[src/rtl/pkt_ff_pkg.sv]
// Shared types and helpers for the async packet FIFO: word layout, gray/binary
// conversion and synchronizer depth, used by both the read and write pointer stages.
package pkt_ff_pkg;

  localparam int SYNC_STAGES   = 2;
  localparam int PKT_FF_DATA_W = 32;
  // Conversions work on this width; narrower pointers are zero-extended in and truncated out.
  localparam int PKT_FF_MAX_W  = 32;

  typedef struct packed {
    logic                     sop;
    logic                     eop;
    logic [PKT_FF_DATA_W-1:0] data;
  } pkt_ff_word_t;

  function automatic logic [PKT_FF_MAX_W-1:0] bin2gray(input logic [PKT_FF_MAX_W-1:0] bin);
    return bin ^ (bin >> 1);
  endfunction

  function automatic logic [PKT_FF_MAX_W-1:0] gray2bin(input logic [PKT_FF_MAX_W-1:0] gry);
    logic [PKT_FF_MAX_W-1:0] bin;
    bin[PKT_FF_MAX_W-1] = gry[PKT_FF_MAX_W-1];
    for (int i = PKT_FF_MAX_W - 2; i >= 0; i--) begin
      bin[i] = bin[i+1] ^ gry[i];
    end
    return bin;
  endfunction

endpackage

[src/rtl/pkt_ff_sync.sv]
// N-flop bit-vector synchronizer for gray-coded pointers crossing clock domains.
// Shared by the read side (write pointer in) and the write side (read pointer in).
module pkt_ff_sync #(
  parameter int WIDTH  = 8,
  parameter int STAGES = 2
) (
  input  logic             clk,
  input  logic             rst_n,
  input  logic [WIDTH-1:0] i_async,
  output logic [WIDTH-1:0] o_sync
);

  logic [WIDTH-1:0] r_sync [STAGES];

  // NOTE: sequential state uses non-blocking assignments so every stage samples
  // the pre-edge value of its neighbour; blocking here would collapse the chain.
  always_ff @(posedge clk or negedge rst_n) begin
    if (!rst_n) begin
      for (int i = 0; i < STAGES; i++) r_sync[i] <= '0;
    end else begin
      r_sync[0] <= i_async;
      for (int i = 1; i < STAGES; i++) r_sync[i] <= r_sync[i-1];
    end
  end

  assign o_sync = r_sync[STAGES-1];

endmodule

[src/rtl/pkt_ff_rptr.sv]
// Read-domain pointer/control stage of the async packet FIFO: syncs the committed
// write pointer, issues RAM reads and unloads words through a 2-entry output buffer.
module pkt_ff_rptr
  import pkt_ff_pkg::*;
#(
  parameter int PTR_W  = 8,
  parameter int DATA_W = 32
) (
  input  logic              clk,
  input  logic              rst_n,
  input  logic [PTR_W-1:0]  wptr_cmt_gry,
  output logic [PTR_W-1:0]  rptr_gry,
  output logic              mem_rd_en,
  output logic [PTR_W-2:0]  mem_raddr,
  input  logic [DATA_W+1:0] mem_rdata,
  output logic              rd_valid,
  input  logic              rd_ready,
  output logic              rd_sop,
  output logic              rd_eop,
  output logic [DATA_W-1:0] rd_data,
  output logic              ff_empty,
  output logic [PTR_W-1:0]  ff_occ,
  output logic              pkt_err
);

  typedef struct packed {
    logic              sop;
    logic              eop;
    logic [DATA_W-1:0] data;
  } word_t;

  logic [PTR_W-1:0] w_wgry_s;
  logic [PTR_W-1:0] w_wbin_s;
  logic [PTR_W-1:0] w_occ;
  logic             w_empty;
  logic             w_pop;
  logic             w_issue;
  logic [2:0]       w_ob_after;
  logic [PTR_W-1:0] w_rptr_nxt;
  word_t            w_rdata;
  word_t            w_head;

  logic [PTR_W-1:0] r_rptr_bin;
  logic [PTR_W-1:0] r_rptr_gry;
  logic             r_inflight;
  logic [1:0]       r_ob_cnt;
  logic             r_ob_rd;
  logic             r_ob_wr;
  word_t            r_ob_mem [2];
  logic             r_in_pkt;
  logic             r_pkt_err;
  logic             r_ff_empty;
  logic [PTR_W-1:0] r_ff_occ;

  pkt_ff_sync #(
    .WIDTH  (PTR_W),
    .STAGES (SYNC_STAGES)
  ) u_wptr_sync (
    .clk     (clk),
    .rst_n   (rst_n),
    .i_async (wptr_cmt_gry),
    .o_sync  (w_wgry_s)
  );

  assign w_wbin_s = PTR_W'(gray2bin(PKT_FF_MAX_W'(w_wgry_s)));
  assign w_occ    = w_wbin_s - r_rptr_bin;
  assign w_empty  = (w_occ == '0);
  assign w_pop    = rd_valid & rd_ready;

  // Issue only if the word will have a buffer slot once everything already in
  // flight has landed and this cycle's pop (if any) has left.
  // NOTE: every always_comb output gets a default first so no path can infer a latch.
  always_comb begin
    w_ob_after = 3'(r_ob_cnt) + 3'(r_inflight) - 3'(w_pop);
    w_issue    = 1'b0;
    if (!w_empty && (w_ob_after < 3'd2)) w_issue = 1'b1;
  end

  assign w_rptr_nxt = r_rptr_bin + PTR_W'(1);

  always_ff @(posedge clk or negedge rst_n) begin
    if (!rst_n) begin
      r_rptr_bin <= '0;
      r_rptr_gry <= '0;
      r_inflight <= 1'b0;
      r_ff_empty <= 1'b1;
      r_ff_occ   <= '0;
    end else begin
      r_inflight <= w_issue;
      r_ff_empty <= w_empty;
      r_ff_occ   <= w_occ;
      if (w_issue) begin
        r_rptr_bin <= w_rptr_nxt;
        r_rptr_gry <= PTR_W'(bin2gray(PKT_FF_MAX_W'(w_rptr_nxt)));
      end
    end
  end

  assign w_rdata = mem_rdata;
  assign w_head  = r_ob_mem[r_ob_rd];

  // NOTE: the buffer storage is reset because its head drives rd_* directly and
  // those outputs must read zero out of reset; larger RAMs would not be reset.
  always_ff @(posedge clk or negedge rst_n) begin
    if (!rst_n) begin
      r_ob_mem[0] <= '0;
      r_ob_mem[1] <= '0;
      r_ob_cnt    <= '0;
      r_ob_rd     <= 1'b0;
      r_ob_wr     <= 1'b0;
    end else begin
      if (r_inflight) begin
        r_ob_mem[r_ob_wr] <= w_rdata;
        r_ob_wr           <= ~r_ob_wr;
      end
      if (w_pop) r_ob_rd <= ~r_ob_rd;
      r_ob_cnt <= r_ob_cnt + 2'(r_inflight) - 2'(w_pop);
    end
  end

  // Framing monitor: observes popped words only, never alters the stream.
  always_ff @(posedge clk or negedge rst_n) begin
    if (!rst_n) begin
      r_in_pkt  <= 1'b0;
      r_pkt_err <= 1'b0;
    end else begin
      r_pkt_err <= w_pop & (w_head.sop ? r_in_pkt : ~r_in_pkt);
      if (w_pop) begin
        if (w_head.eop)      r_in_pkt <= 1'b0;
        else if (w_head.sop) r_in_pkt <= 1'b1;
      end
    end
  end

  assign rptr_gry  = r_rptr_gry;
  assign mem_rd_en = w_issue;
  assign mem_raddr = r_rptr_bin[PTR_W-2:0];
  assign rd_valid  = (r_ob_cnt != 2'd0);
  assign rd_sop    = w_head.sop;
  assign rd_eop    = w_head.eop;
  assign rd_data   = w_head.data;
  assign ff_empty  = r_ff_empty;
  assign ff_occ    = r_ff_occ;
  assign pkt_err   = r_pkt_err;

endmodule

[config.mk]
export PLATFORM = sky130hd
export DESIGN_NAME = pkt_ff_rptr
export DESIGN_NICKNAME = d
export VERILOG_FILES = /design/src/rtl/pkt_ff_pkg.sv /design/src/rtl/pkt_ff_sync.sv /design/src/rtl/pkt_ff_rptr.sv
export SDC_FILE = /design/constraint.sdc
export NUM_CORES = 1
export LEC_CHECK = 0
export CORE_MARGIN = 5
export CORE_UTILIZATION = 35
export CTS_CLUSTER_SIZE = 30
export DETAILED_ROUTE_END_ITERATION = 16
export GPL_ROUTABILITY_DRIVEN = 0
export PLACE_DENSITY = 0.59
export SLEW_MARGIN = 20
export SYNTH_ARGS = -nofsm -noshare
export SYNTH_HDL_FRONTEND = slang
export SYNTH_SLANG_ARGS = --single-unit
[constraint.sdc]
create_clock -name clk -period 8.1 [get_ports clk]
set_input_delay 1.62 -clock clk [delete_from_list [all_inputs] [get_ports clk]]
set_output_delay 1.62 -clock clk [all_outputs]
set_load 0.02 [all_outputs]
## After elaboration in Yosys (flattened, before gate mapping)

Cells that the tools add are included.

- Flip-flop bits (word level): 116
- Input port bits: 45
- Output and inout bits: 61
- Word-level logic and storage cells: 60

- $add $sub $neg: 6
- Magnitude comparators: 4
- Multiplexer cells: 10
- Bitwise logic cells: 15
- Reduce and logical (&&, ||, !) cells: 7

Operators with widths:

| kind | number |
|---|---|
| $mux 34 | 4 |
| $bwmux 68 | 1 |
| $demux 34 s1 | 1 |
| $add 8x1->8 const B | 1 |
| $logic_not 8->1 | 1 |
| $sub 8x8->8 | 1 |
| $xor 8x7->8 | 1 |
| $xor 1x1->1 | 7 |
| $ge 2x2->1 const B | 2 |
| $mux 1 | 4 |
| $not 1->2 | 2 |
| $reduce_bool 2->1 | 2 |
| $add 2x1->3 | 1 |
| $lt 3x2->1 const B | 1 |
| $not 1->1 | 3 |
| $sub 3x1->3 | 1 |
| $add 2x1->2 | 1 |
| $and 1x1->1 | 2 |
| $logic_and 1x1->1 | 2 |
| $lt 2x1->1 const B | 1 |
| $reduce_and 2->1 | 1 |
| $sub 2x1->2 | 1 |
| $logic_not 1->1 | 1 |

## Logic depth before layout (Yosys ltp)

Gate-level depths: netlist of the first run.

- Depth in word-level cells: 12
- Mapped depth: 17
- Depth with buffers taken out: 16

## Cells and area by module

A second synthesis of the first run with hierarchy kept.

- Cells, all modules: 399
- Area total of the unflattened synthesis: 5320.1 um2

By module, submodules not included:

| module | times used | cells an instance | area each (um2) | seq. area each (um2) |
|---|---|---|---|---|
| pkt_ff_rptr | 1 | 375 | 4859.7 | 2478.6 |
| pkt_ff_sync | 1 | 24 | 460.4 | 400.4 |

## Least setup slack after synthesis of the first run

No wires, ideal clock.

- Path kind: register to output
- Start: reg u_wptr_sync.r_sync, in the netlist u_wptr_sync.o_sync[7]
- End: out mem_rd_en
- Data arrival time: 3995 ps
- Required time: 6480 ps
- Path slack: 2485 ps
- Stages on the path, launching flop included: 17
- Buffers on the path: 1
- Cells stage by stage: dfrtp_1 xor2_1 xor2_1 xnor2_1 xor2_1 xor2_1 xor2_1 xor2_1 ha_1 fa_1 nand2b_1 a21oi_2 xnor2_1 or4_4 o41ai_4 buf_4 inv_1

- Longest elaborated chain between the ends: 12

Ends and longest elaborated chain:

| item | line | RTL |
|---|---|---|
| start: declaration | pkt_ff_sync.sv:13 | `logic [WIDTH-1:0] r_sync [STAGES];` |
| $xor 1x1->1 * (3 in a row) | pkt_ff_pkg.sv:24 | `bin[i] = bin[i+1] ^ gry[i];` |
| $xor 1x1->1 (4 in a row) | pkt_ff_pkg.sv:24 |  |
| $sub 8x8->8 * | pkt_ff_rptr.sv:66 | `assign w_occ = w_wbin_s - r_rptr_bin;` |
| via w_occ[4] | pkt_ff_rptr.sv:34 | `logic [PTR_W-1:0] w_occ;` |
| $logic_not 8->1 * | pkt_ff_rptr.sv:67 | `assign w_empty = (w_occ == '0);` |
| $logic_not 1->1 * | pkt_ff_rptr.sv:76 | `if (!w_empty && (w_ob_after < 3'd2)) w_issue = 1'b1;` |
| $logic_and 1x1->1 * | pkt_ff_rptr.sv:76 |  |
| $mux 1 * | pkt_ff_rptr.sv:76 |  |
| end: declaration | pkt_ff_rptr.sv:13 | `output logic mem_rd_en,` |

Mark *: on every way through the listed nets, which the timed path passes. The rest lies on a longest branch.

## Worst setup path in the final report of the first run

Ends and elaborated chain as after synthesis.

==> results of run 1 <==
## worst max-delay path: cells and delay by family, from the launching register on
kind,cells,cell delay [ps]
and+or+nand+nor,2,710
buffers and inverters,3,920
adders and majority gates,2,620
DFF,1,400
AOI/OAI and AO/OA,2,370
xor gates and xnor gates,8,1680
## path summary, 6_finish.rpt
check	start	end	slack, ps	cells after the start
hold reg to reg	u_wptr_sync.r_sync[14]	u_wptr_sync.o_sync[6]	340	0
hold / removal	u_wptr_sync.r_sync[14]	u_wptr_sync.o_sync[6]	340	0
setup / recovery	u_wptr_sync.o_sync[7]	mem_rd_en	1360	17
setup reg to reg	u_wptr_sync.o_sync[7]	r_rptr_bin[1]	3530	16
min in group asynchronous	rst_n	r_ob_mem[23]	1130	1
max in group asynchronous	rst_n	r_ob_mem[46]	5860	2
## cell type report
type / instances / area, um^2
flip-flops and latches: 115 / 2880
inverters: 21 / 78.83
clock buffers: 27 / 533.0
well taps: 184 / 230.2
clock inverters: 4 / 20.02
repair buffers: 108 / 1095
multi-input cells: 227 / 2058
fillers: 1297 / 7473
## registers in the layout, indices dropped and copies added (netlist names)
| register | count |
|---|---|
| ff_empty | 1 |
| ff_occ | 8 |
| pkt_err | 1 |
| r_in_pkt | 1 |
| r_inflight | 1 |
| r_ob_cnt | 2 |
| r_ob_mem | 68 |
| r_ob_rd | 1 |
| r_ob_wr | 1 |
| r_rptr_bin | 8 |
| rptr_gry | 7 |
| u_wptr_sync.o_sync | 8 |
| u_wptr_sync.r_sync | 8 |
## kinds of logic (layout without fill, tap and decap cells)
group | after synthesis | in the layout | share of synthesized area (%)
adders and majority gates | 12 | 12 | 3.258
and+or+nand+nor | 53 | 53 | 4.911
AOI/OAI and AO/OA | 23 | 23 | 3.135
buffers and inverters | 35 | 160 | 2.814
DFF | 115 | 115 | 56.79
muxes | 103 | 103 | 22.88
xor gates and xnor gates | 36 | 36 | 6.219
## cells in the final DEF, fill, tap and decap left out, types with 3 or more instances in the layout
| cell | count |
|---|---|
| clkdlybuf4s50_1 | 104 |
| nor3_1 | 4 |
| xor2_1 | 13 |
| clkbuf_8 | 7 |
| clkbuf_16 | 17 |
| mux2_2 | 103 |
| nand2b_1 | 3 |
| dfrtp_1 | 113 |
| inv_1 | 21 |
| nand2_1 | 17 |
| o21ai_0 | 10 |
| ha_1 | 10 |
| nor2_1 | 14 |
| clkinv_2 | 4 |
| clkbuf_1 | 3 |
| xnor2_1 | 23 |
| nand3_1 | 6 |
| a21oi_1 | 6 |
## routing by layer
metal / vias to the layer above / global-route usage (%) / routed length (um)
met2: 86 / 20.88 / 5022
met1: 1563 / 16.58 / 4526
li1: 1519 / - / -
met3: 16 / 4.994 / 666
met5: - / 0 / 0
met4: 0 / 5.868 / 220
## metrics by stage
stage          utilization (%)  setup WS [ps]
6_report                 47.99           1360
2_1_floorplan                -           2485
3_3_place_gp             43.92           1857
5_1_grt                  47.99          903.9
4_1_cts                  47.96           1257
3_5_place_dp             44.11           1710
## report_power, final
part / total (mW) / switching, mW / internal [mW]
Sequential: 1.02 / 0.181 / 0.841
Combinational: 1.69 / 0.801 / 0.892
Clock: 0.682 / 0.239 / 0.443
==> results.txt, run 1 <==
Leading cell type by number of instances after synthesis = dfrtp_1
Dominant cell type by count on the critical path = xor2_1
Number of sinks driven by the clock tree = 115
Number of distinct library cells after synthesis = 33
Root buf cell = clkbuf_16
Starting density of the core = 35.28%
Number of hold buffers added after CTS = 0
Largest fanout of any net on the critical path = 23
Worst setup EP type = output pin
Antenna violation net count after detailed routing = 0
Max Clock Freq = 0.1484 GHz
CTS max path bufs = 2
Number of instances in the synthesized netlist = 377
Arrival time of the worst setup path = 5120 ps
Final hold viol count = 0
Result of the run = finished, final reports clean
Largest area contributor in the synthesized netlist = dfrtp_1
# port buffers = 105
Worst hold-check slack = 340.6 ps
GR Overflow Total = 0
Synth Warn # = 0
GRT Total Usage = 13.35%
Avg Synthesized Cell Area = 13.45 um^2
Total CTS buffers = 17
Maximum number of pins on one net before global-route repair = 88
Antenna diode instance count = 0
Number of vias after detailed routing = 3,184
Share of cells above drive strength 1 = 28.49%
Count of flip-flops with a built-in enable after synthesis = 0
Slowest library cell on the worst path = or4_4
Proportion of synthesized chip area in sequential cells = 56.79%
Setup violations, final = 0
Max cap viols = 0
Number of H-tree branching levels = 4
Die outline area = 16,990 um^2
Summed area of non-filler cells in the final layout = 6895 um^2
Count of routing violations after the opening detailed-route iteration = 141
Reported leakage power = 2.916 nW
Post-DP HPWL = 7149 um
Fin. max-slew vios = 0
Number of placed I/O pins = 106
Critical Path Start Type = register
Cells taking the most area after synthesis = dfrtp_1, mux2_2, xnor2_1
Accumulated negative setup slack = 0 ps
Number of detailed-route iterations in the first pass = 4
Latest clock arrival within the worst-skew pair = 410 ps
Final min period = 6740 ps
Die W = 130.4 um
Routed via count divided by cell count = 4.641
Std-Cell Core Area = 14,370 um^2
Transition time at the pin with the least slew margin = 902.7 ps
TritonCTS clock tree = done
Rel. slew slack = 39.60%
Post-cts resize count = 0
Cell area after synthesis = 5070 um^2
Number of global-route vias before repair = 3,445
Most frequent cells after synthesis = dfrtp_1, mux2_2, xnor2_1, inv_1, nand2_1
Global-route wire length before repair = 17,280 um
Synth Net Count = 434
Number of setup buffers added after CTS = 0
Final std cells w/o fill = 686
Crit share post-route = 83.21%
DRT Wirelength = 10,440 um
Clock-pin transition on the worst setup and hold timing paths = 50 ps
Post-synth top flop = dfrtp_1
Area fraction of the dominant cell type after synthesis = 56.27%
# placed instances = 655
Largest stage delay on the critical path = 540 ps
Final Skew = 5.792 ps
Chip height = 130.4 um
Critical path type = reg2out
Tot Pwr = 3.398 mW
Placement row count = 44
DRC violations left = 0
Worst-case vdd ir drop = 0.2552 mV
Cells traversed along the worst timing path = xor2_1 > xor2_1 > xnor2_1 > xor2_1 > xor2_1 > xor2_1 > xor2_1 > ha_1 > fa_1 > nand2b_1 > a21oi_2 > xnor2_1 > or4_4 > o41ai_4 > buf_4 > inv_1 > clkdlybuf4s50_1
Nets = 547
Average wire length per cell after detail routing = 15.21 um
Number of antenna violations at the first check in global routing = 0
Share of synthesized flip-flops with an asynchronous set or reset = 100.0%
Synthesis-stage register bit count = 115
Post-synthesis to final-layout area growth = 36.01%
Pwr dens = 492.8 nW/um^2
Req. time, crit path = 6480 ps
Placed Area = 6339 um^2
Classification of the worst-slack hold path = reg2reg
Unrepaired setup endpoints after global routing = false
Power figures use the tool's default switching activity.
==> run 2, diff against run 1 <==
clock period = 6.5 ns   (was 8.1 ns; I/O delays follow)
==> results.txt, run 2 (synthesis gave the netlist of run 1 again) <==
# port buffers = 105 (unchanged)
Rel. slew slack = 37.67% (was 39.60%)
Die outline area = 16,990 um^2 (unchanged)
TritonCTS clock tree = done (unchanged)
Largest register FFs = 68 (unchanged)
Final hold viol count = 0 (unchanged)
Number of sinks driven by the clock tree = 115 (unchanged)
Clock-pin transition on the worst setup and hold timing paths = 50 ps (about the same)
Number of vias after detailed routing = 3,222 (was 3,184)
Fin. max-slew vios = 0 (unchanged)
Final core utilization = 48.53% (was 47.99%)
Starting density of the core = 35.28% (unchanged)
Switch share = 34.99% (was 35.95%)
Arrival time of the worst setup path = 4830 ps (was 5120 ps)
Final min period = 6132 ps
Cell internal power dissipation = 2.832 mW (was 2.176 mW)
# placed instances = 655 (unchanged)
Worst setup EP type = output pin (unchanged)
Number of antenna violations at the first check in global routing = 0 (unchanged)
Unrepaired setup endpoints after global routing = false (unchanged)
Summed area of non-filler cells in the final layout = 6973 um^2 (was 6895 um^2)
Placement row count = 44 (unchanged)
Max Clock Freq = 0.1631 GHz
Tot Pwr = 4.356 mW (was 3.398 mW)
DRT Wirelength = 10,590 um (was 10,440 um)
Classification of the worst-slack hold path = reg2reg (unchanged)
Setup violations, final = 0 (unchanged)
Most frequent cells in the layout = dfrtp_1, clkdlybuf4s50_1, mux2_2 (unchanged)
Largest fanout of any net on the critical path = 3 (was 23)
Final Skew = 6.554 ps (was 5.792 ps)
Number of global-route vias before repair = 3,496 (was 3,445)
Root buf cell = clkbuf_16 (unchanged)
Max cap viols = 0 (unchanged)
Die W = 130.4 um (unchanged)
Number of setup buffers added after CTS = 0 (unchanged)
Count of routing violations after the opening detailed-route iteration = 160 (was 141)
Post-synthesis to final-layout area growth = 37.54% (was 36.01%)
Maximum number of pins on one net before global-route repair = 76 (was 88)
Critical Path Start Type = register (unchanged)
Register with the most flip-flops = r_ob_mem (unchanged)
Placed Area = 6339 um^2 (unchanged)
DRC violations left = 0 (unchanged)
Routed via count divided by cell count = 4.704 (was 4.641)
Number of hold buffers added after CTS = 0 (unchanged)
Final std cells w/o fill = 685 (was 686)
Crit share post-route = 94.34%
Global-route wire length before repair = 17,770 um (was 17,280 um)
Accumulated negative setup slack = 0 ps (unchanged)
Std-Cell Core Area = 14,370 um^2 (unchanged)
Number of H-tree branching levels = 4 (unchanged)
Total CTS buffers = 17 (unchanged)
Number of detailed-route iterations in the first pass = 4 (unchanged)
Average wire length per cell after detail routing = 15.46 um (was 15.21 um)
Power dissipated by switching net loads = 1.524 mW (was 1.222 mW)
Antenna violation net count after detailed routing = 0 (unchanged)
Share of power burned in registers = 29.4% (was 30.1%)
Transition time at the pin with the least slew margin = 931.7 ps (was 902.7 ps)
Pwr dens = 624.7 nW/um^2 (was 492.8 nW/um^2)
Number of filler instances in the final layout = 1,277 (was 1,297)
Nets = 547 (unchanged)
Number of placed I/O pins = 106 (unchanged)
Chip height = 130.4 um (unchanged)
GRT Total Usage = 13.65% (was 13.35%)
Critical path type = reg2out (unchanged)
Reported leakage power = 2.944 nW (was 2.916 nW)
Post-cts resize count = 0 (unchanged)
Share of cells above drive strength 1 = 28.54% (was 28.49%)
Commonest non-fill, non-tap cell in the layout = dfrtp_1 (unchanged)
CTS max path bufs = 2 (unchanged)
Result of the run = finished, final reports clean (unchanged)
Req. time, crit path = 5200 ps (was 6480 ps)
Antenna diode instance count = 0 (unchanged)
Combinational power share = 48.4% (was 49.8%)
Post-DP HPWL = 7299 um (was 7149 um)
Latest clock arrival within the worst-skew pair = 400 ps (was 410 ps)
Worst-case vdd ir drop = 0.2712 mV (was 0.2552 mV)
GR Overflow Total = 0 (unchanged)
Part of the total power dissipated in the clock network = 22.2% (was 20.1%)
run 2: changes by cell type in the layout (fill, tap and decap cells not counted), sizes merged:
cell / delta
clkinv: -4
bufinv: +3
run 2: worst paths after layout:
check	from	endpoint	slack, ps	cells after the start
max	u_wptr_sync.o_sync[7]	mem_rd_en	370	16
min	u_wptr_sync.r_sync[11]	u_wptr_sync.o_sync[3]	340	0
max reg2reg	u_wptr_sync.o_sync[7]	r_rptr_bin[1]	1960	16
min reg2reg	u_wptr_sync.r_sync[11]	u_wptr_sync.o_sync[3]	340	0
max in group asynchronous	rst_n	ff_empty	4570	2
min in group asynchronous	rst_n	r_ob_mem[57]	910	1
run 2: through the flow:
step | hold slack (ps) | setup WS (ps)
floorplan | 331.2 | 1205
global placement | 333.6 | 779.3
detailed placement | 334.7 | 659.1
CTS | 342.0 | 214.6
global route | 350.9 | 55.67
finish | 340.4 | 367.7
run 2: layout make-up:
cell class                 instances  area, um^2  share of cell area (%)
timing repair buffer             108        1095                   15.70
tap                              184       230.2                   3.302
sequential                       115        2880                   41.31
clock inverter                     3       90.09                   1.292
inverter                          21       78.83                   1.130
clock buffer                      27       533.0                   7.644
multi-input combinational        227        2066                   29.62
run 2: power groups by stage:
stage / clock (mW) / combinational (mW) / sequential (mW)
2_1_floorplan: 0 / 1.37 / 1.28
3_3_place_gp: 0 / 2.10 / 1.27
3_5_place_dp: 0 / 2.13 / 1.30
4_1_cts: 0.997 / 2.15 / 1.29
5_1_grt: 1.03 / 2.30 / 1.33
6_report: 0.968 / 2.11 / 1.28
run 2: per-layer routing:
| layer | global-route usage [%] | vias to the layer above | part of all wire (%) |
|---|---|---|---|
| met3 | 4.421 | 18 | 7.1 |
| met1 | 16.91 | 1596 | 42 |
| met2 | 21.85 | 87 | 49 |
| met4 | 6.110 | 0 | 2.0 |
| met5 | 0 | - | 0 |
| li1 | - | 1521 | - |
run 2: worst max-delay path: stages, from the launching register on:
cell and delay (ps):
dfrtp_1 390, xor2_1 220, xor2_1 250, xnor2_1 190
xor2_1 240, xor2_1 280, xor2_2 240, xor2_1 100
ha_1 210, fa_1 410, nand2b_1 170, a21oi_2 190
xnor2_1 100, or4_4 540, o41ai_4 240, inv_1 100
clkdlybuf4s50_1 550
==> run 3, diff against run 2 <==
CORE_MARGIN = default   (was 5)
==> results.txt, run 3 (synthesis gave the netlist of run 1 again) <==
Crit share post-route = 94.53% (was 94.34%)
Worst-case vdd ir drop = 0.3037 mV (was 0.2712 mV)
Fin. max-slew vios = 0 (unchanged)
Reg-to-reg startpoint = u_wptr_sync.o_sync[7] (unchanged)
Post-synthesis to final-layout area growth = 37.49% (was 37.54%)
Arrival time of the worst setup path = 4840 ps (was 4830 ps)
Root buf cell = clkbuf_16 (unchanged)
Antenna violation net count after detailed routing = 0 (unchanged)
Post-DP HPWL = 7252 um (was 7299 um)
Setup WS pre-CTS = 660.8 ps (was 659.1 ps)
Antenna diode instance count = 0 (unchanged)
GR Overflow Total = 0 (unchanged)
Placed Area = 6317 um^2 (was 6339 um^2)
Std-Cell Core Area = 13,990 um^2 (was 14,370 um^2)
Chip height = 122.4 um (was 130.4 um)
Crit path buffers/inverters = 2 (unchanged)
Highest Signal Layer = met4 (unchanged)
Slowest library cell on the worst path = clkdlybuf4s50_1 (unchanged)
Cells traversed along the worst timing path = xor2_1 > xor2_1 > xnor2_1 > xor2_1 > xor2_1 > xor2_2 > xor2_1 > ha_1 > fa_1 > nand2b_1 > a21oi_2 > xnor2_1 > or4_4 > o41ai_4 > inv_1 > clkdlybuf4s50_1 (unchanged)
Die W = 122.4 um (was 130.4 um)
Dominant cell type by count on the critical path = xor2_1 (unchanged)
Final min period = 6144 ps (was 6132 ps)
Met2 Routed Length = 5355 um (was 5186 um)
Transition time at the pin with the least slew margin = 813.4 ps (was 931.7 ps)
Number of filler instances in the final layout = 1,229 (was 1,277)
Die outline area = 14,970 um^2 (was 16,990 um^2)
Largest fanout of any net on the critical path = 3 (unchanged)
Final hold viol count = 0 (unchanged)
Nets = 549 (was 547)
Reported leakage power = 2.937 nW (was 2.944 nW)
Routed via count divided by cell count = 4.765 (was 4.704)
Pwr dens = 628.9 nW/um^2 (was 624.7 nW/um^2)
Final Skew = 7.468 ps (was 6.554 ps)
DRT Wirelength = 10,570 um (was 10,590 um)
Latest clock arrival within the worst-skew pair = 410 ps (was 400 ps)
Clock-pin transition on the worst setup and hold timing paths = 50 ps (about the same)
Number of antenna violations at the first check in global routing = 0 (unchanged)
Number of placed I/O pins = 106 (unchanged)
Worst path top cell family by delay = XOR/XNOR gates (unchanged)
# port buffers = 105 (unchanged)
Critical Path Source = u_wptr_sync.o_sync[7] (unchanged)
Number of vias after detailed routing = 3,264 (was 3,222)
Share of cells above drive strength 1 = 29.31% (was 28.54%)
Met3 routed wirelength = 589 um (was 751 um)
Number of global-route vias before repair = 3,564 (was 3,496)
Worst setup EP type = output pin (unchanged)
Number of sinks driven by the clock tree = 115 (unchanged)
Setup violations, final = 0 (unchanged)
Max Clock Freq = 0.1628 GHz (was 0.1631 GHz)
Register with the most flip-flops = r_ob_mem (unchanged)
Req. time, crit path = 5200 ps (about the same)
Number of setup buffers added after CTS = 0 (unchanged)
Worst path setup slack after routing = 355.9 ps (was 367.7 ps)
Unrepaired setup endpoints after global routing = false (unchanged)
Met1 wire length = 4405 um (was 4438 um)
Largest register FFs = 68 (unchanged)
Worst R2R Setup Slack = 1960 ps (about the same)
Starting density of the core = 36.24% (was 35.28%)
Critical path type = reg2out (unchanged)
Result of the run = finished, final reports clean (unchanged)
CTS max path bufs = 2 (unchanged)
Classification of the worst-slack hold path = reg2reg (unchanged)
Largest stage delay on the critical path = 580 ps (was 550 ps)
Commonest non-fill, non-tap cell in the layout = dfrtp_1 (unchanged)
TritonCTS clock tree = done (unchanged)
Summed area of non-filler cells in the final layout = 6970 um^2 (was 6973 um^2)
Average wire length per cell after detail routing = 15.44 um (was 15.46 um)
Number of detailed-route iterations in the first pass = 4 (unchanged)
Placement row count = 43 (was 44)
Launch point of the worst hold path = u_wptr_sync.r_sync[10] (was u_wptr_sync.r_sync[11])
Rel. slew slack = 45.77% (was 37.67%)
Most frequent cells in the layout = dfrtp_1, clkdlybuf4s50_1, mux2_2 (unchanged)
Total CTS buffers = 17 (unchanged)
Critical Path Start Type = register (unchanged)
DRC violations left = 0 (unchanged)
GRT Total Usage = 15.65% (was 13.65%)
Accumulated negative setup slack = 0 ps (unchanged)
Count of routing violations after the opening detailed-route iteration = 104 (was 160)
Max cap viols = 0 (unchanged)
Number of H-tree branching levels = 4 (unchanged)
Global-route wire length before repair = 17,660 um (was 17,770 um)
Maximum number of pins on one net before global-route repair = 66 (was 76)
## run 3: layout make-up
type | instances | area (um^2) | share of cell area (%)
Sequential cell | 115 | 2879 | 41.30
Clock buffer | 18 | 439.2 | 6.300
Tap cell | 180 | 225.2 | 3.231
Clock inverter | 14 | 186.4 | 2.675
Inverter | 21 | 78.83 | 1.131
Multi-Input combinational cell | 227 | 2063 | 29.60
Timing Repair Buffer | 110 | 1099 | 15.76
## run 3: final timing paths
check                                   endpoint  depth (start not counted)
min in group asynchronous           r_ob_mem[59]                          1
min                        u_wptr_sync.o_sync[2]                          0
max                                    mem_rd_en                         16
min reg2reg                u_wptr_sync.o_sync[2]                          0
max reg2reg                        r_rptr_bin[1]                         16
max in group asynchronous           r_ob_mem[49]                          2
## run 3: metal layers
metal	track usage [%]	up-vias
li1	-	1517
met1	18.24	1650
met2	25.88	78
met3	5.623	19
met4	6.707	0
met5	0	-
## run 3: power breakdown
group,switching (mW),leakage [nW],internal [mW]
combinational,1.05,1.30,1.11
clock,0.329,0.294,0.648
sequential,0.198,1.34,1.05
## run 3: timing repair
item	4_1_cts	5_1_grt
gates resized for setup	0	1
setup endpoints to repair	0	1
hold buffers	0	0
## run 3: metrics by stage
step / hold slack (ps) / util [%] / cells / power [mW]
2_1_floorplan: 331.2 / - / 377 / 2.643
6_report: 346.0 / 49.83 / 685 / 4.384
3_3_place_gp: 335.3 / 45.16 / 652 / 3.389
4_1_cts: 346.3 / 49.63 / 684 / 4.442
3_5_place_dp: 337.0 / 45.16 / 652 / 3.437
5_1_grt: 349.6 / 49.83 / 685 / 4.685
